### src/rtl/cpu19_pkg.sv
// Shared definitions for the 19-bit CPU: field layout, opcode map and form helpers.
// Used by decode, execute and the operand-A mux.
package cpu19_pkg;

   localparam int IW      = 19;
   localparam int IMMW    = 14;
   localparam int RIW     = 4;
   localparam int OPW     = 5;
   localparam int NUM_OPS = 24;

   localparam int OPC_LSB = 14;
   localparam int RD_LSB  = 10;
   localparam int RS1_LSB = 6;
   localparam int RS2_LSB = 2;
   localparam int IMM_LSB = 0;

   localparam logic [OPW-1:0] OP_LIMIT = OPW'(NUM_OPS);

   // Opcodes with bit 4 set take the zero-extended immediate as operand A.
   typedef enum logic [OPW-1:0] {
      OP_ADD  = 5'h00, OP_SUB  = 5'h01, OP_AND  = 5'h02, OP_OR   = 5'h03,
      OP_XOR  = 5'h04, OP_SLL  = 5'h05, OP_SRL  = 5'h06, OP_SRA  = 5'h07,
      OP_SLT  = 5'h08, OP_SLTU = 5'h09, OP_MUL  = 5'h0A, OP_LD   = 5'h0B,
      OP_ST   = 5'h0C, OP_BEQ  = 5'h0D, OP_BNE  = 5'h0E, OP_JR   = 5'h0F,
      OP_ADDI = 5'h10, OP_ANDI = 5'h11, OP_ORI  = 5'h12, OP_XORI = 5'h13,
      OP_LUI  = 5'h14, OP_LDI  = 5'h15, OP_JAL  = 5'h16, OP_BRI  = 5'h17
   } opcode_e;

   function automatic logic is_imm_form(input logic [OPW-1:0] opc);
      return opc[OPW-1];
   endfunction

endpackage

### src/rtl/instr_field_split.sv
// Combinational slicing of a 19-bit instruction word into fields,
// plus operand-form and illegal-opcode classification.
module instr_field_split
   import cpu19_pkg::*;
(
   input  logic [IW-1:0]   i_instr,
   output logic [OPW-1:0]  o_opcode,
   output logic [RIW-1:0]  o_rd,
   output logic [RIW-1:0]  o_rs1,
   output logic [RIW-1:0]  o_rs2,
   output logic [IMMW-1:0] o_imm,
   output logic            o_sel_a,
   output logic            o_illegal
);

   logic [OPW-1:0] w_opcode;

   assign w_opcode  = i_instr[OPC_LSB +: OPW];
   assign o_opcode  = w_opcode;
   assign o_rd      = i_instr[RD_LSB  +: RIW];
   assign o_rs1     = i_instr[RS1_LSB +: RIW];
   assign o_rs2     = i_instr[RS2_LSB +: RIW];
   // Raw field; zero-extension happens in the operand mux.
   assign o_imm     = i_instr[IMM_LSB +: IMMW];
   assign o_sel_a   = ~is_imm_form(w_opcode);
   assign o_illegal = (w_opcode >= OP_LIMIT);

endmodule

### src/rtl/instr_decode_stage.sv
// Decode stage: one-entry valid/ready pipeline register holding decoded fields,
// with flush, illegal-opcode flag and delivered-instruction counter.
//
//   state | meaning
//   EMPTY | no instruction held; accepting
//   FULL  | decoded instruction presented downstream
module instr_decode_stage
   import cpu19_pkg::*;
(
   input  logic            clk,
   input  logic            rst_n,
   input  logic            flush,
   input  logic            in_valid,
   output logic            in_ready,
   input  logic [IW-1:0]   in_instr,
   output logic            out_valid,
   input  logic            out_ready,
   output logic [OPW-1:0]  opcode,
   output logic [RIW-1:0]  rd,
   output logic [RIW-1:0]  rs1,
   output logic [RIW-1:0]  rs2,
   output logic [IMMW-1:0] imm,
   output logic            sel_a,
   output logic            illegal,
   output logic [15:0]     instr_count
);

   typedef enum logic {
      EMPTY = 1'b0,
      FULL  = 1'b1
   } state_e;

   state_e          r_state;
   state_e          w_state_nxt;
   logic            w_in_ready;
   logic            w_capture;
   logic            w_xfer;

   logic [OPW-1:0]  w_opcode;
   logic [RIW-1:0]  w_rd;
   logic [RIW-1:0]  w_rs1;
   logic [RIW-1:0]  w_rs2;
   logic [IMMW-1:0] w_imm;
   logic            w_sel_a;
   logic            w_illegal;

   logic [OPW-1:0]  r_opcode;
   logic [RIW-1:0]  r_rd;
   logic [RIW-1:0]  r_rs1;
   logic [RIW-1:0]  r_rs2;
   logic [IMMW-1:0] r_imm;
   logic            r_sel_a;
   logic            r_illegal;
   logic [15:0]     r_count;

   instr_field_split u_split (
      .i_instr   (in_instr),
      .o_opcode  (w_opcode),
      .o_rd      (w_rd),
      .o_rs1     (w_rs1),
      .o_rs2     (w_rs2),
      .o_imm     (w_imm),
      .o_sel_a   (w_sel_a),
      .o_illegal (w_illegal)
   );

   always_ff @(posedge clk or negedge rst_n) begin
      if (!rst_n) r_state <= EMPTY;
      else        r_state <= w_state_nxt;
   end

   // Flush wins: no capture, no counted transfer, and the stage empties.
   always_comb begin
      w_state_nxt = r_state;
      w_in_ready  = 1'b0;
      w_capture   = 1'b0;
      w_xfer      = 1'b0;
      if (!flush) begin
         w_in_ready = (r_state == EMPTY) ? 1'b1 : out_ready;
         w_capture  = in_valid & w_in_ready;
         w_xfer     = (r_state == FULL) & out_ready;
      end
      if (flush)          w_state_nxt = EMPTY;
      else if (w_capture) w_state_nxt = FULL;
      else if (w_xfer)    w_state_nxt = EMPTY;
   end

   always_ff @(posedge clk or negedge rst_n) begin
      if (!rst_n) begin
         r_opcode  <= '0;
         r_rd      <= '0;
         r_rs1     <= '0;
         r_rs2     <= '0;
         r_imm     <= '0;
         r_sel_a   <= 1'b1;
         r_illegal <= 1'b0;
      end else if (w_capture) begin
         r_opcode  <= w_opcode;
         r_rd      <= w_rd;
         r_rs1     <= w_rs1;
         r_rs2     <= w_rs2;
         r_imm     <= w_imm;
         r_sel_a   <= w_sel_a;
         r_illegal <= w_illegal;
      end
   end

   always_ff @(posedge clk or negedge rst_n) begin
      if (!rst_n)      r_count <= '0;
      else if (w_xfer) r_count <= r_count + 16'd1;
   end

   assign in_ready    = w_in_ready;
   assign out_valid   = (r_state == FULL);
   assign opcode      = r_opcode;
   assign rd          = r_rd;
   assign rs1         = r_rs1;
   assign rs2         = r_rs2;
   assign imm         = r_imm;
   assign sel_a       = r_sel_a;
   assign illegal     = r_illegal;
   assign instr_count = r_count;

endmodule

### config.mk
export PLATFORM = sky130hd
export DESIGN_NAME = instr_decode_stage
export DESIGN_NICKNAME = d
export VERILOG_FILES = /design/src/rtl/cpu19_pkg.sv /design/src/rtl/instr_field_split.sv /design/src/rtl/instr_decode_stage.sv
export SDC_FILE = /design/constraint.sdc
export NUM_CORES = 1
export LEC_CHECK = 0
export ABC_CLOCK_PERIOD_IN_PS = 1450
export BUFFER_PORTS_ARGS = -buffer_cell sky130_fd_sc_hd__clkbuf_2
export CORE_ASPECT_RATIO = 0.75
export CORE_UTILIZATION = 42
export DETAILED_ROUTE_END_ITERATION = 16
export GPL_TIMING_DRIVEN = 0
export PLACE_DENSITY = 0.79
export SLEW_MARGIN = 20
export SYNTH_ARGS = -nofsm -noshare
export SYNTH_HDL_FRONTEND = slang
export SYNTH_SLANG_ARGS = --single-unit
### constraint.sdc
create_clock -name clk -period 1.45 [get_ports clk]
set_clock_uncertainty 0.15 [all_clocks]
set_input_delay 0.29 -clock clk [delete_from_list [all_inputs] [get_ports clk]]
set_output_delay 0.29 -clock clk [all_outputs]
set_load 0.02 [all_outputs]
==> results of run 1 <==
==> per-layer routing <==
layer	track usage, %	part of all wire (%)
met5	0	0
met4	3.23	0.47
met3	7.54	9.1
met2	25.9	45
met1	18.4	45
==> worst register-to-register path: stages (launching register included) <==
cell and delay (ns):
dfrtp_2 0.44, nor2b_4 0.15, nor3b_4 0.17, buf_6 0.16
buf_6 0.14, mux2_4 0.30
==> power breakdown <==
| part | internal [mW] | total, mW | switching, mW |
|---|---|---|---|
| combinational | 0.552 | 1.07 | 0.520 |
| sequential | 1.23 | 1.38 | 0.151 |
| clock | 0.342 | 0.676 | 0.334 |
| total | 2.12 | 3.13 | 1.01 |
==> cell families (layout without fill, tap and decap cells) <==
group,Yosys count,in the layout,synth area share (%)
multiplexers,21,21,14.0
flip-flops,38,38,56.7
AO/OA/AOI/OAI,1,1,0.298
AND/OR/NAND/NOR,32,32,12.8
buffers and inverters,17,116,7.61
XOR/XNOR,15,15,7.83
adder cells (fa/ha/maj),1,1,0.746
==> layout make-up <==
cell class | count | area share [%]
timing repair buffer | 92 | 22.5
sequential | 38 | 38.7
tap | 52 | 2.62
clock buffer | 8 | 3.22
multi-input combinational | 70 | 28.0
buffer | 14 | 4.68
inverter | 2 | 0.302
==> through the flow <==
step / worst slack [ns] / hold WS (ns) / power, mW / instances / TNS, ns
after floorplan: -0.200 / -0.156 / 1.94 / 125 / -3.59
after global placement: -0.246 / 0.303 / 2.24 / 251 / -4.66
after detailed placement: -0.255 / 0.313 / 2.25 / 251 / -4.97
after CTS: -0.194 / 0.0178 / 3.05 / 268 / -3.32
after global routing: -0.242 / 0.0387 / 3.31 / 276 / -5.31
final: -0.178 / -0.0124 / 3.13 / 276 / -3.47
==> layout by cell type (no fill, tap or decap), types with 3 or more instances in the layout <==
cell type	Yosys	final
clkbuf_2	0	70
dfrtp_1	37	29
buf_4	13	26
mux2_4	0	13
xnor2_1	11	11
buf_6	2	8
dfrtp_2	0	8
mux2_2	19	7
nand2_1	7	7
clkbuf_8	0	5
nor2_1	6	4
and3_1	5	4
nand4_1	4	4
xor2_1	4	4
clkbuf_1	0	3
==> flip-flops by register name (all words and copies together) (netlist names) <==
signal	count
opcode	5
illegal	1
rs2	3
rd	4
rs1	3
instr_count	16
sel_a	1
imm	4
out_valid	1
==> worst max-delay path by stage <==
stage                           from                 end
5_1_grt        out_valid$_DFFE_PN0P_  imm[5]$_DFFE_PN0P_
4_1_cts        out_valid$_DFFE_PN0P_   rd[2]$_DFFE_PN0P_
3_3_place_gp   out_valid$_DFFE_PN0P_  rs2[1]$_DFFE_PN0P_
2_1_floorplan  out_valid$_DFFE_PN0P_  imm[1]$_DFFE_PN0P_
3_5_place_dp   out_valid$_DFFE_PN0P_  rs1[0]$_DFFE_PN0P_
6_report       out_valid$_DFFE_PN0P_  rs1[0]$_DFFE_PN0P_
==> timing repair <==
action / in CTS / in global routing
endpoints found under the setup margin: 30 / 34
pin swaps: 5 / 8
gates cloned: 1 / 1
hold endpoints to repair: 0 / 0
gates resized for setup: 17 / 20
setup buffers: 8 / 8
==> summary.md, run 1 <==
| Metric | Value |
|---|---|
| Pwr per Cell Area | 1260 nW/um2 |
| Cell area after placement | 2150 um2 |
| CTS tree | done |
| Worst slew pin tran | 0.920 ns |
| Reg2reg path depth | 5 |
| CTS Buffer Depth | 2 |
| Number of CTS-inserted buffers | 5 |
| Die H | 56.7 um |
| Total number of H-tree levels | 2 |
| Final Wtd Congestion | 0.726 |
| Final Hold Vio Count | 29 |
| Post-Route WL | 3.40 mm |
| DRT antenna net count | 0 |
| Headroom to the max-slew limit | 38.7% |
| CP Buf/Inv Count | 2 |
| Number of flops mapped to enable cells by yosys | 0 |
| Status | complete, but fails checks |
| Multi-input logic area | 697 um2 |
| Syn Nets | 150 |
| Worst path max stage delay | 0.44 ns |
| Largest net degree at the start of global routing | 39 |
| Worst-Skew Late Latency | 0.27 ns |
| Max VDD drop | 0.980 mV |
| Min cycle time layout | 1.63 ns |
| Initial DRT Pass Iterations | 4 |
| Max frequency | 0.614 GHz |
| CP endpoint kind | register |
| Synth Cell Area | 1680 um2 |
| Via/cell ratio | 4.61 |
| Via count | 1273 |
| Stages on the worst setup path | 5 |
| Most area-consuming cells after synthesis | dfrtp_1 55%, mux2_2 13%, buf_4 5.8% |
| R2r startpoint | out_valid$_DFFE_PN0P_ |
| Nature of the critical path startpoint | register |
| Area Growth Syn to Fin | 48.2% |
| Rows | 19 |
| HP Class | input port to asynchronous set/reset pin |
| Reg-to-Reg End | rs1[0]$_DFFE_PN0P_ |
| Port-buffer cells | 74 |
| Area share of the largest cell type after synthesis | 55.2% |
| Post-synthesis sequential area ratio | 56.7% |
| Crit path max-delay family | flip-flops |
| Synthesized netlist cell count | 125 |
| Unique cell type count in the Yosys netlist | 24 |
| Core Util, Final | 66.6% |
| Clock sink total | 38 |
| Final setup viols | 26 |
| Vias in the first global route | 1110 |
| IO Count | 75 |
| Pleak | 1.30 nW |
| WP data required | 1.46 ns |
| Final nets | 248 |
| Violated checks | hold timing, setup timing |
| Post-synth top cells | 37 x dfrtp_1, 19 x mux2_2, 13 x buf_4 |
| Most frequent cell after synthesis | dfrtp_1 |
| Grt ovf | 0 |
| Overall routing resource usage | 15.7% |
| CP max stage cell | dfrtp_2 |
| Final slew viol count | 0 |
| Worst hold margin | -0.0124 ns |
| Most used cell, CP | buf_6 |
| Detailed placer's ending HPWL | 2.21 mm |
| R2R setup slack | -0.18 ns |
| CTS root buf | clkbuf_8 |
| Setup ws final | -0.178 ns |
| Total inserted antenna cells | 0 |
| Fin crit share | 112% |
| First-pass GRT wire length | 4.92 mm |
| Synth Warn # | 0 |
| Drt wl/cell | 12.3 um |
| Seq cells post-synth | 38 |
| Die X | 75.0 um |
| Max-cap check violation count | 0 |
| Crit path cell chain | nor2b_4 > nor3b_4 > buf_6 > buf_6 > mux2_4 |
| RSZ-0062 raised after global routing | yes |
| Worst Path Arrival | 1.64 ns |
| Initial drt markers | 51 |
| Cell taking the most area after synthesis | dfrtp_1 |
| Initial Util | 45.0% |
| Layout cells sized above 1 | 67.9% |
| CTS Hold Bufs | 0 |
| Post-synth ARST share | 100% |
| Worst Path Max Fanout | 6 |
| Setup CP Type | register to register |
| CTS clk-pin slew, worst paths | 0.07 ns |
| Ys flop type | dfrtp_1 |
| Initial antenna violation count | 0 |
| Die ar. | 4250 um2 |
| Syn Area/Cell | 13.4 um2 |
| Fin area | 2490 um2 |
| Register area | 962 um2 |
| Residual DRC | 0 |
| Core Area | 3730 um2 |
| Fill cells | 316 |
(Power assumes the default switching activity.)
==> run 2: changes to the inputs <==
CORE_ASPECT_RATIO = not set   (was 0.75)
==> run 2 against run 1 <==
Effect of this change: the flow still finishes with violations (hold timing, setup timing); sequential cell count did not move; sequential share of layout area fell by 0.74 points; total power rose by 0.24%; register-to-register slack improved by 0.05 ns; cell count did not move; global-route usage rose by 2.5 points; largest power group unchanged; highest routed layer is now met3.
==> summary.md, run 2 (synthesized netlist as in run 1, its figures left out) <==
| Metric | Value |
|---|---|
| Min cycle time layout | 1.58 ns (was 1.63 ns) |
| Status | complete, but fails checks (unchanged) |
| Final Wtd Congestion | 0.750 (was 0.726) |
| Core Util, Final | 67.7% (was 66.6%) |
| Worst hold margin | -0.0128 ns (was -0.0124 ns) |
| Gate power share | 32.9% (was 34.3%) |
| Commonest non-fill, non-tap cell in the layout | clkbuf_2 (unchanged) |
| Clock sink total | 38 (unchanged) |
| CTS Buffer Depth | 2 (unchanged) |
| First-pass GRT wire length | 5.76 mm (was 4.92 mm) |
| Headroom to the max-slew limit | 37.1% (was 38.7%) |
| R2R setup slack | -0.13 ns (was -0.18 ns) |
| Layout cells sized above 1 | 70.2% (was 67.9%) |
| Detailed placer's ending HPWL | 2.28 mm (was 2.21 mm) |
| Reg-to-Reg End | rs2[2]$_DFFE_PN0P_ (was rs1[0]$_DFFE_PN0P_) |
| Die H | 65.2 um (was 56.7 um) |
| Sequential share of power | 43.9% (was 44.1%) |
| Net Sw Power | 1.01 mW (about the same) |
| Drt wl/cell | 13.4 um (was 12.3 um) |
| Area Growth Syn to Fin | 51.2% (was 48.2%) |
| Pint | 2.12 mW (about the same) |
| Violated checks | hold timing, setup timing (unchanged) |
| Total number of H-tree levels | 2 (unchanged) |
| Final setup viols | 24 (was 26) |
| Most frequent cells in the layout | 72 x clkbuf_2, 30 x buf_4, 29 x dfrtp_1 (was 70 x clkbuf_2, 29 x dfrtp_1, 26 x buf_4) |
| Via count | 1311 (was 1273) |
| Setup ws final | -0.130 ns (was -0.178 ns) |
| Number of CTS-inserted buffers | 5 (unchanged) |
| CTS tree | done (unchanged) |
| IO Count | 75 (unchanged) |
| Reg2reg path depth | 5 (unchanged) |
| DRT antenna net count | 0 (unchanged) |
| Max-cap check violation count | 0 (unchanged) |
| Cells after DPL | 247 (was 251) |
| Max frequency | 0.633 GHz (was 0.614 GHz) |
| Final Hold Vio Count | 12 (was 29) |
| Grt ovf | 0 (unchanged) |
| Total power | 3.13 mW (about the same) |
| Initial drt markers | 75 (was 51) |
| Initial DRT Pass Iterations | 4 (unchanged) |
| Worst slew pin tran | 0.944 ns (was 0.920 ns) |
| Final nets | 252 (was 248) |
| Max reg flops | 16 (unchanged) |
| Nature of the critical path startpoint | register (unchanged) |
| Pleak | 1.34 nW (was 1.30 nW) |
| Initial antenna violation count | 0 (unchanged) |
| CTS clk-pin slew, worst paths | 0.07 ns (about the same) |
| Worst-Skew Late Latency | 0.28 ns (was 0.27 ns) |
| Core Area | 3740 um2 (was 3730 um2) |
| HP Class | input port to asynchronous set/reset pin (unchanged) |
| Initial Util | 44.8% (was 45.0%) |
| Port-buffer cells | 74 (unchanged) |
| Total inserted antenna cells | 0 (unchanged) |
| Die ar. | 4250 um2 (about the same) |
| Residual DRC | 0 (unchanged) |
| Max VDD drop | 0.986 mV (was 0.980 mV) |
| Largest net degree at the start of global routing | 39 (unchanged) |
| Worst Path Arrival | 1.59 ns (was 1.64 ns) |
| Register area | 962 um2 (unchanged) |
| Die X | 65.2 um (was 75.0 um) |
| Multi-input logic area | 731 um2 (was 697 um2) |
| Power share of the clock group | 23.2% (was 21.6%) |
| Setup WS pre-CTS | -0.258 ns (was -0.255 ns) |
| Fin cells | 276 (unchanged) |
| Via/cell ratio | 4.75 (was 4.61) |
| WP data required | 1.46 ns (about the same) |
| Pwr per Cell Area | 1240 nW/um2 (was 1260 nW/um2) |
| CTS Hold Bufs | 0 (unchanged) |
| Fin crit share | 109% (was 112%) |
| Worst Path Max Fanout | 5 (was 6) |
| Fill cells | 302 (was 316) |
| Vias in the first global route | 1220 (was 1110) |
| CP endpoint kind | register (unchanged) |
| Switching share of total power | 32.3% (was 32.2%) |
| Final slew viol count | 0 (unchanged) |
| Post-Route WL | 3.70 mm (was 3.40 mm) |
| R2r startpoint | out_valid$_DFFE_PN0P_ (unchanged) |
| RSZ-0062 raised after global routing | yes (unchanged) |
| Rows | 22 (was 19) |
| Overall routing resource usage | 18.2% (was 15.7%) |
| CTS root buf | clkbuf_8 (unchanged) |
| Setup CP Type | register to register (unchanged) |
==> run 2: cell count changes in the layout (fill, tap and decap cells not counted), sizes merged <==
cell / delta
buf: +3
clkinv: +1
==> run 2: layout make-up <==
cell class                 instances  share of cell area (%)
tap                               48                    2.37
inverter                           2                   0.296
clock buffer                       7                    3.40
buffer                            14                    4.79
multi-input combinational         70                    28.8
sequential                        38                    37.9
clock inverter                     1                   0.197
timing repair buffer              96                    22.2
==> run 2: power groups by stage <==
stage	Clock [mW]	Sequential, mW	Combinational [mW]
global route	0.805	1.40	1.11
global placement	0	1.39	0.847
finish	0.727	1.38	1.03
floorplan	0	1.57	0.370
CTS	0.758	1.37	0.991
detailed placement	0	1.40	0.862
==> run 2: stage by stage <==
step | cell area (um2) | setup TNS [ns]
global route | 2540 | -4.31
global placement | 2140 | -4.50
CTS | 2400 | -2.44
floorplan | 1710 | -3.59
detailed placement | 2140 | -4.88
finish | 2540 | -2.34
==> run 2: worst max-delay path by stage <==
stage / from / to / slack [ns] / depth (start not counted)
6_report: out_valid$_DFFE_PN0P_ / rs2[2]$_DFFE_PN0P_ / -0.13 / 5
5_1_grt: out_valid$_DFFE_PN0P_ / rs2[2]$_DFFE_PN0P_ / -0.18 / 5
4_1_cts: out_valid$_DFFE_PN0P_ / opcode[2]$_DFFE_PN0P_ / -0.12 / 5
3_5_place_dp: out_valid$_DFFE_PN0P_ / rs1[1]$_DFFE_PN0P_ / -0.26 / 4
3_3_place_gp: out_valid$_DFFE_PN0P_ / rd[3]$_DFFE_PN0P_ / -0.24 / 4
2_1_floorplan: out_valid$_DFFE_PN0P_ / imm[1]$_DFFE_PN0P_ / -0.20 / 4
==> run 2: routing by layer <==
metal	vias to the layer above	track usage, %	wire length, um
met5	-	0	0
met4	0	7.34	0
met3	0	4.17	231
met2	53	30.0	1920
met1	644	23.0	1550
li1	614	-	-
==> run 2: critical path: stages (launching register included) <==
cell and delay (ns):
dfrtp_2 0.40, nor2b_4 0.14, nor3b_4 0.17, buf_6 0.15, buf_6 0.14, mux2_4 0.31
==> run 2: what timing repair did <==
action,in CTS,in global routing
pin swaps,5,5
gates cloned,1,0
setup buffers,10,11
gates resized for setup,25,15
endpoints found under the setup margin,29,33
